==> config.mk <==
export PLATFORM = sky130hd
export DESIGN_NAME = dcache_ctrl
export DESIGN_NICKNAME = d
export VERILOG_FILES = /design/src/rtl/dcache_ctrl.sv
export SDC_FILE = /design/constraint.sdc
export NUM_CORES = 2
export LEC_CHECK = 0
export ABC_AREA = 1
export BUFFER_PORTS_ARGS = -buffer_cell sky130_fd_sc_hd__buf_2
export CORE_ASPECT_RATIO = 1.25
export CORE_MARGIN = 1.5
export CORE_UTILIZATION = 60
export CTS_BUF_LIST = sky130_fd_sc_hd__clkbuf_4 sky130_fd_sc_hd__clkbuf_8 sky130_fd_sc_hd__clkbuf_16
export DETAILED_ROUTE_END_ITERATION = 7
export GPL_TIMING_DRIVEN = 1
export PLACE_DENSITY = 0.77
export SLEW_MARGIN = 20
export SYNTH_ARGS = -nofsm -noshare
export SYNTH_HDL_FRONTEND = slang
export SYNTH_SLANG_ARGS = --single-unit
==> constraint.sdc <==
create_clock -name clk -period 5.25 [get_ports clk]
set_clock_uncertainty 0.2 [all_clocks]
set_input_delay 1.05 -clock clk [delete_from_list [all_inputs] [get_ports clk]]
set_output_delay 1.05 -clock clk [all_outputs]
set_load 0.02 [all_outputs]
==> src/rtl/dcache_ctrl.sv <==
// Direct-mapped, one-word-per-line, write-through / no-write-allocate data cache controller
// for the M stage, with blocking main-memory handshake and hit/miss performance counters.
module dcache_ctrl #(
    parameter int LINES = 32
) (
    input  logic        clk,
    input  logic        rst,
    input  logic        MemReadM,
    input  logic        MemWriteM,
    input  logic [31:0] ALUResultM,
    input  logic [31:0] WriteDataM,
    output logic [31:0] ReadDataM,
    output logic        Mem_Stall,
    output logic        mem_req,
    output logic        mem_we,
    output logic [31:0] mem_addr,
    output logic [31:0] mem_wdata,
    input  logic [31:0] mem_rdata,
    input  logic        mem_ready,
    output logic [31:0] hit_cnt,
    output logic [31:0] miss_cnt
);
    localparam int IDX_W = $clog2(LINES);
    localparam int TAG_W = 30 - IDX_W;

    typedef enum logic [1:0] {IDLE, FILL, WRITE, WDONE} state_t;

    state_t            state, state_nxt;
    logic [LINES-1:0]  valid;
    logic [TAG_W-1:0]  tag_mem  [LINES];
    logic [31:0]       data_mem [LINES];
    logic              just_filled;

    logic [IDX_W-1:0]  idx;
    logic [TAG_W-1:0]  tag;
    logic              hit;
    logic              is_store, is_load;
    logic              count_hit, count_miss, fill_we, wr_we;
    logic              unused_addr_bits;

    assign idx              = ALUResultM[IDX_W+1:2];
    assign tag              = ALUResultM[31:IDX_W+2];
    assign hit              = valid[idx] && (tag_mem[idx] == tag);
    assign is_store         = MemWriteM;
    assign is_load          = MemReadM && !MemWriteM;
    assign unused_addr_bits = ^ALUResultM[1:0];

    always_comb begin
        state_nxt  = state;
        Mem_Stall  = 1'b0;
        mem_req    = 1'b0;
        mem_we     = 1'b0;
        mem_addr   = 32'd0;
        mem_wdata  = 32'd0;
        ReadDataM  = 32'd0;
        count_hit  = 1'b0;
        count_miss = 1'b0;
        fill_we    = 1'b0;
        wr_we      = 1'b0;
        case (state)
            IDLE: begin
                if (is_store) begin
                    Mem_Stall  = 1'b1;
                    count_hit  = hit;
                    count_miss = !hit;
                    state_nxt  = WRITE;
                end else if (is_load) begin
                    if (hit) begin
                        ReadDataM = data_mem[idx];
                        // the retried load right after a refill was already counted as a miss
                        count_hit = !just_filled;
                    end else begin
                        Mem_Stall  = 1'b1;
                        count_miss = 1'b1;
                        state_nxt  = FILL;
                    end
                end
            end
            FILL: begin
                Mem_Stall = 1'b1;
                mem_req   = 1'b1;
                mem_addr  = {ALUResultM[31:2], 2'b00};
                if (mem_ready) begin
                    fill_we   = 1'b1;
                    state_nxt = IDLE;
                end
            end
            WRITE: begin
                Mem_Stall = 1'b1;
                mem_req   = 1'b1;
                mem_we    = 1'b1;
                mem_addr  = {ALUResultM[31:2], 2'b00};
                mem_wdata = WriteDataM;
                if (mem_ready) begin
                    wr_we     = hit;
                    state_nxt = WDONE;
                end
            end
            default: state_nxt = IDLE;
        endcase
    end

    always_ff @(posedge clk) begin
        if (rst) begin
            state       <= IDLE;
            valid       <= '0;
            hit_cnt     <= 32'd0;
            miss_cnt    <= 32'd0;
            just_filled <= 1'b0;
        end else begin
            state       <= state_nxt;
            just_filled <= fill_we;
            if (fill_we)
                valid[idx] <= 1'b1;
            if (count_hit)
                hit_cnt <= hit_cnt + 32'd1;
            if (count_miss)
                miss_cnt <= miss_cnt + 32'd1;
        end
    end

    // Line storage is not reset; gating with rst keeps an abandoned transfer from landing.
    always_ff @(posedge clk) begin
        if (!rst && fill_we) begin
            tag_mem[idx]  <= tag;
            data_mem[idx] <= mem_rdata;
        end else if (!rst && wr_we) begin
            data_mem[idx] <= WriteDataM;
        end
    end
endmodule

## Yosys cells after proc, flatten, opt, wreduce, memory -nomap -nowiden

Memories as Yosys holds them, arrays and structs flattened.
Index checks and enable logic that the tools add are counted.

- $lt $le $gt $ge: 2
- Muxes and demuxes: 38
- Bitwise logic cells: 2
- Reduce and logical (&&, ||, !) cells: 12
- Add/sub/neg operators: 2
- Equal/unequal tests: 7

Operator list:

| operator | number |
|---|---|
| $mux 32 | 7 |
| $add 32x1->32 const B | 2 |
| $or 32x32->32 | 1 |
| $eq 25x25->1 | 1 |
| $mux 1 | 22 |
| $mux 2 | 5 |
| $lt 5x6->1 const B | 1 |
| $ne 3x3->1 const B | 2 |
| $pmux 2 s3 | 1 |
| $bmux 1 s5 | 1 |
| $demux 1 s5 | 1 |
| $ge 5x1->1 const B | 1 |
| $logic_and 1x1->1 | 5 |
| $logic_not 1->1 | 4 |
| $ne 2x2->1 const B | 2 |
| $reduce_and 4->1 | 1 |
| $eq 2x1->1 const B | 1 |
| $eq 2x2->1 const B | 1 |
| $logic_not 2->1 | 1 |
| $pmux 1 s2 | 1 |
| $reduce_or 2->1 | 1 |
| $or 1x1->1 | 1 |

- Bits of input ports: 101
- Bits in writable memories: 1824
- Memories: 2
- Word-level logic and storage cells: 70
- Output and inout bits: 163
- Register bits: 99

Memory list:

| name | words | bits a word | rd ports | clocked after Yosys merged registers in | wr ports | line | RTL |
|---|---|---|---|---|---|---|---|
| data_mem | 32 | 32 | 1 | 0 | 1 | 31 | `logic [31:0] data_mem [LINES];` |
| tag_mem | 32 | 25 | 1 | 0 | 1 | 30 | `logic [TAG_W-1:0] tag_mem [LINES];` |

## Longest topological paths before layout

- Depth in word-level cells: 10
- Mapped depth: 25
- Mapped depth without buffers: 22

## Worst setup path after synthesis

No wires, ideal clock.

- Path kind: input -> register
- Start point: input port ALUResultM[2]
- End point: memory data_mem[10][0], enable pin
- Data arrival time: 4331 ps
- Slack: 298 ps
- Library setup time: 421 ps
- Stages on the path: 19
- Required time: 4629 ps
- Path buffers: 4
- Path through: buf_4 buf_6 buf_2 nor2_2 nand2_1 nand4_1 nand2_1 nand2_1 nor2_1 nand2_1 nand2_1 nor2_1 nand2_1 nor2_1 nand2_1 nor2_4 a21oi_1 clkbuf_1 nor2_1

- Longest elaborated chain between the ends: 10
- Elaborated cells on any way between the ends: 12
- Those cells by class: 1 x eq/ne; 7 x mux; 1 x bitwise; 2 x reduce/logical; 1 x memory

Ends and longest elaborated chain:

| what | line | RTL |
|---|---|---|
| start: declaration | 10 | `input logic [31:0] ALUResultM,` |
| $mem_v2 32x25 / $bmux 1 s5 (equally long branches) | - |  |
| $eq 25x25->1 / $mux 1 (equally long branches) | 43 | `assign hit = valid[idx] && (tag_mem[idx] == tag);` |
| $logic_and 1x1->1 | 43 |  |
| $mux 1 | 94 | `if (mem_ready) begin` |
| $mux 1 | 60 | `case (state)` |
| $logic_and 1x1->1 | 127 | `end else if (!rst && wr_we) begin` |
| $mux 1 | 127 |  |
| $mux 1 | 124 | `if (!rst && fill_we) begin` |
| $mux 1 (implied by the code) | 128 | `data_mem[idx] <= WriteDataM;` |
| $or 1x1->1 (no source line) | - |  |
| end: declaration | 31 |  |

Several ways; a longest one is shown, not always the timed one. The select of a mux whose other input is x is not followed.

## Worst setup path after layout

- Start point: input port ALUResultM[2]
- End point: output port ReadDataM[23]

- Longest elaborated chain between the ends: 7
- Elaborated cells on any way between the ends: 10
- Those cells by class: 1 x eq/ne; 6 x mux; 1 x reduce/logical; 2 x memory

Ends and longest elaborated chain:

| what | line | RTL |
|---|---|---|
| $mem_v2 32x25 / $bmux 1 s5 (equally long branches) | - |  |
| $eq 25x25->1 / $mux 1 (equally long branches) | 43 |  |
| $logic_and 1x1->1 | 43 |  |
| $mux 32 * | 68 | `if (hit) begin` |
| $mux 32 * | 67 | `end else if (is_load) begin` |
| $mux 32 * | 62 | `if (is_store) begin` |
| $mux 32 * | 60 |  |
| end: declaration | 12 | `output logic [31:0] ReadDataM,` |

Mark *: on every way between the ends. The rest lies on a longest branch, timed or not. The select of a mux whose other input is x is not followed.

==> run_results.csv <==
group,metric,value,unit
sta,postLayoutSetupSlackWorst,-0.02118,ns
placement,gp_congestion,0.9385,
global_routing,global_route.usage.met1,0.4046,
critical_path,worst-path-buf-inv,9,
cells_and_area,multi_input_comb_area,18420,um2
critical_path,endpoint_kind,"output pin",
sta,final_count_of_negative_setup_slack_endpoints,1,
run_status,run_status,"complete, but fails checks",
clock_tree,cts_hold_repair.buffers,0,
sta,achievable-frequency,189.7,MHz
critical_path,crit_path_start,"ALUResultM[2]",
global_routing,met3_routing_resource_usage_after_global_routing,0.06381,
critical_path,critical_path_class,"in2out",
global_routing,globalRouteMet2Util,0.5413,
sta,finalSetupTns,-0.02118,ns
placement,placed_cell_count,8251,
cells_and_area,finalNetCount,6854,
sta,minimum_period_implied_by_the_final_worst_setup_slack,5.271,ns
sta,drv_slew,0,
clock_tree,ctsLongestPathBuffers,3,
power_and_ir_drop,comb_power_share,0.085,
sta,maxSlewHeadroom,0.2130,
critical_path,critical_path.cell_chain,"buf_16 -> buf_4 -> nor2_4 -> buf_4 -> buf_12 -> nand2_1 -> nand3_1 -> nand2_1 -> nand2_1 -> nor2_2 -> nand2_1 -> nand2_1 -> nand2_2 -> buf_12 -> nand2_1 -> nor2_2 -> nand3_2 -> nor2_4 -> inv_4 -> buf_12 -> nor4_4 -> buf_4 -> buf_4",
clock_tree,cts_buffers,172,
cells_and_area,drive_above_1_share,0.1500,
sta,fin_crit_sh,1.004,
synth,synth-seq-area-share,0.7426,
placement,post-dp-hpwl,119.2,mm
clock_tree,clock_pin_transition_on_the_worst_setup_and_hold_timing_paths,0.07,ns
power_and_ir_drop,leakagePower,32.95,nW
placement,port_buffers,259,
drt,via_per_inst,6.193,
drt,first_pass_iters,6,
global_routing,grt_max_degree,128,
placement,placed_cell_area,82350,um2
drt,drtIter0Drc,7557,
sta,unrepaired_setup_endpoints_after_global_routing,"true",
power_and_ir_drop,p_sw,7.575,mW
global_routing,gr-usage-all-layers,0.3295,
clock_tree,cts.htree.levels,4,
critical_path,cp.arrival,4.02,ns
global_routing,grt_pass1_vias,51352,
cells_and_area,stdcell_count,8598,
cells_and_area,finish.utilization,0.7031,
synth,ys_seq_elements,1923,
synth,synth_cells,6339,
sta,tightestPinTransition,1.178,ns
clock_tree,tritoncts,"done",
critical_path,critical_path_peak_fanout,20,
global_routing,global_route.overflow_total,0,
global_routing,top_usage_layer,"met2",
power_and_ir_drop,sw_frac_of_total,0.2358,
cells_and_area,fill_cells,7954,
critical_path,req_time_crit_path,4.00,ns
clock_tree,clkLatencyLatePin,0.82,ns
power_and_ir_drop,max_rail_drop_vdd,0.3316,mV
power_and_ir_drop,power.density,360.9,nW/um2
sta,report.final.hold_viol_count,0,
drt,detailroute.via_count,53248,
synth,yosysUniqueCellTypes,41,
worst_hold_path,hold_start,"valid[15]",
floorplanning,design.die.area,129500,um2
cells_and_area,final-seq-area,56750,um2
critical_path,cp_top_family,"simple AND/OR/NAND/NOR gates",
clock_tree,cts.sink_count,1923,
floorplanning,initial_core_util,0.6037,
drt,routed_wire_length_per_instance,25.26,um
floorplanning,core_area,126600,um2
critical_path,reg2reg_start,"tag_mem[30][15]",
drt,final_antenna_net_count,0,
power_and_ir_drop,power.clock.fraction,0.391,
placement,placement.setup.worst_slack,-0.2699,ns
floorplanning,pin_count,264,
synth,syn_area_per_cell,12.06,um2
power_and_ir_drop,cellInternalPower,24.55,mW
global_routing,antenna_violations_before_repair,12,
worst_hold_path,hp-class,"reg2reg",
synth,synth.top_cells.by_area,"sky130_fd_sc_hd__edfxtp_1 72%, sky130_fd_sc_hd__nand2_1 12%, sky130_fd_sc_hd__o22ai_1 4.1%",
synth,synthDominantCellAreaShare,0.7167,
critical_path,critical_path_most_common_cell,"sky130_fd_sc_hd__nand2_1",
floorplanning,die_h,402.0,um
critical_path,slowest_stage_cell_crit_path,"sky130_fd_sc_hd__nor2_4",
synth,ys_warnings,0,
critical_path,crit_path_max_incr_delay,0.25,ns
drt,drt_drc_violations_left,0,
critical_path,cp-start-kind,"input pin",
clock_tree,cts_root_buf,"sky130_fd_sc_hd__clkbuf_16",
cells_and_area,area_growth_synth_to_finish,16.47,%
global_routing,global_route_wire_length_before_repair,313.4,mm
synth,synth.largest_area_cell,"sky130_fd_sc_hd__edfxtp_1",
cells_and_area,finalInstanceArea,89010,um2
floorplanning,die_x,322.2,um
synth,post_synth_instance_area,76420,um2
drt,totalWireLength,217.2,mm
power_and_ir_drop,sequential_share_of_power,0.524,
floorplanning,placement_rows,146,
job,max-cap-violations,0,
run_status,failing_checks,"setup timing",
## stage by stage
step                      total power, mW  hold WS (ns)
after detailed placement            19.73        0.2441
after global placement              19.67        0.2382
after CTS                           32.04        0.2614
after floorplan                     18.62        0.2281
final                               32.13        0.2628
after global routing                32.88        0.2828
## repair_timing
action / in CTS / in global routing
gates cloned: 3 / 9
setup buffers: 1 / 7
gates resized for setup: 43 / 77
pin swaps: 2 / 2
setup endpoints to repair: 29 / 33
## worst register-to-register path: stages (launching register included)
cell and delay [ns]:
sky130_fd_sc_hd__edfxtp_1 0.38, sky130_fd_sc_hd__nand2_1 0.09, sky130_fd_sc_hd__nand2_1 0.05, sky130_fd_sc_hd__nand2_1 0.05
sky130_fd_sc_hd__nand2_1 0.07, sky130_fd_sc_hd__nand2_1 0.06, sky130_fd_sc_hd__nand2_1 0.05, sky130_fd_sc_hd__nor2_1 0.27
sky130_fd_sc_hd__nand2_1 0.10, sky130_fd_sc_hd__nand2_1 0.16, sky130_fd_sc_hd__nand2_1 0.07, sky130_fd_sc_hd__nor2_1 0.10
sky130_fd_sc_hd__nand2_1 0.06, sky130_fd_sc_hd__nor2_1 0.09, sky130_fd_sc_hd__nand2_1 0.09, sky130_fd_sc_hd__nor2_4 0.22
sky130_fd_sc_hd__buf_4 0.27, sky130_fd_sc_hd__nand3_4 0.10, sky130_fd_sc_hd__buf_12 0.25, sky130_fd_sc_hd__mux2_1 0.41
sky130_fd_sc_hd__buf_4 0.26
## cell type report
type,instances,area share
diodes,9,0.0002530
inverters,191,0.008828
repair buffers,570,0.05865
multi-input cells,3887,0.2070
repair inverters,2,0.0002530
well taps,1702,0.02393
clock buffers,216,0.05406
flip-flops and latches,1923,0.6376
clock inverters,98,0.009446
## power by group through the flow
| stage | Sequential, mW | Clock (mW) | Combinational (mW) |
|---|---|---|---|
| after floorplan | 17.2 | 0 | 1.43 |
| after global placement | 17.2 | 0 | 2.49 |
| after detailed placement | 17.2 | 0 | 2.56 |
| after CTS | 16.8 | 12.6 | 2.61 |
| after global routing | 16.8 | 13.1 | 2.90 |
| final | 16.8 | 12.6 | 2.72 |
## worst paths after layout
check                                        end  slack, ns  depth (start not counted)
worst min register to register         valid[15]       0.26                          2
worst max-delay path               ReadDataM[23]      -0.02                         23
worst max register to register  data_mem[28][24]       1.52                         20
worst min-delay path                   valid[15]       0.26                          2
## kinds of logic (layout without fill, tap and decap cells)
| group | count (synthesis) | after routing | synth area share |
|---|---|---|---|
| buffers and inverters | 530 | 1077 | 0.02857 |
| other | 1 | 11 | 0.00004907 |
| DFF | 1923 | 1923 | 0.7426 |
| and+or+nand+nor | 2933 | 2933 | 0.1513 |
| xor gates and xnor gates | 23 | 23 | 0.002636 |
| adders and majority gates | 6 | 6 | 0.0009823 |
| muxes | 32 | 32 | 0.004715 |
| AOI/OAI and AO/OA | 891 | 891 | 0.06909 |
## cell usage in the layout (no fill, tap or decap), types with 13 or more instances in the layout
| cell | n |
|---|---|
| sky130_fd_sc_hd__nand4_1 | 41 |
| sky130_fd_sc_hd__buf_12 | 91 |
| sky130_fd_sc_hd__buf_4 | 203 |
| sky130_fd_sc_hd__o22ai_1 | 506 |
| sky130_fd_sc_hd__mux2_1 | 30 |
| sky130_fd_sc_hd__dfxtp_1 | 99 |
| sky130_fd_sc_hd__a21oi_1 | 58 |
| sky130_fd_sc_hd__nand2_1 | 2410 |
| sky130_fd_sc_hd__inv_1 | 177 |
| sky130_fd_sc_hd__buf_16 | 13 |
| sky130_fd_sc_hd__o21ai_0 | 259 |
| sky130_fd_sc_hd__nor2_4 | 79 |
| sky130_fd_sc_hd__edfxtp_1 | 1824 |
| sky130_fd_sc_hd__clkinv_2 | 35 |
| sky130_fd_sc_hd__clkbuf_4 | 34 |
| sky130_fd_sc_hd__nor2_1 | 164 |
| sky130_fd_sc_hd__nor4_2 | 16 |
| sky130_fd_sc_hd__nor2_2 | 26 |
| sky130_fd_sc_hd__nand3_1 | 98 |
| sky130_fd_sc_hd__nor3_1 | 38 |
| sky130_fd_sc_hd__clkbuf_16 | 187 |
| sky130_fd_sc_hd__buf_2 | 248 |
| sky130_fd_sc_hd__nor4_1 | 15 |
| sky130_fd_sc_hd__xor2_1 | 18 |
| sky130_fd_sc_hd__o21a_1 | 34 |
| sky130_fd_sc_hd__clkinv_1 | 27 |
## state kept, by name (all words and copies together), names as in the netlist
register,cells
state,2
data_mem,1024
hit_cnt,32
just_filled,1
tag_mem,800
valid,32
miss_cnt,32
## cell usage after synthesis (all sizes together)
cell type / number
nand2: 2421
edfxtp: 1824
o22ai: 506
nor2: 269
o21ai: 263
clkbuf: 196
inv: 191
buf: 143
nand3: 106
dfxtp: 99
a21oi: 59
nor3: 46
nand4: 41
nor4: 38
o21a: 34
mux2: 32
xor2: 18
o221ai: 10
o22a: 10
ha: 6
nor3b: 6
a221oi: 5
xnor2: 5
and3: 3
nand3b: 2
o21bai: 2
a31oi: 1
conb: 1
o211ai: 1
or2: 1
## metal layers
layer	share of wire	up-vias
met1	0.34	25518
met4	0.065	2
met5	0.000055	-
met2	0.49	3702
met3	0.11	794
li1	-	23232
Power figures use the tool's default switching activity.
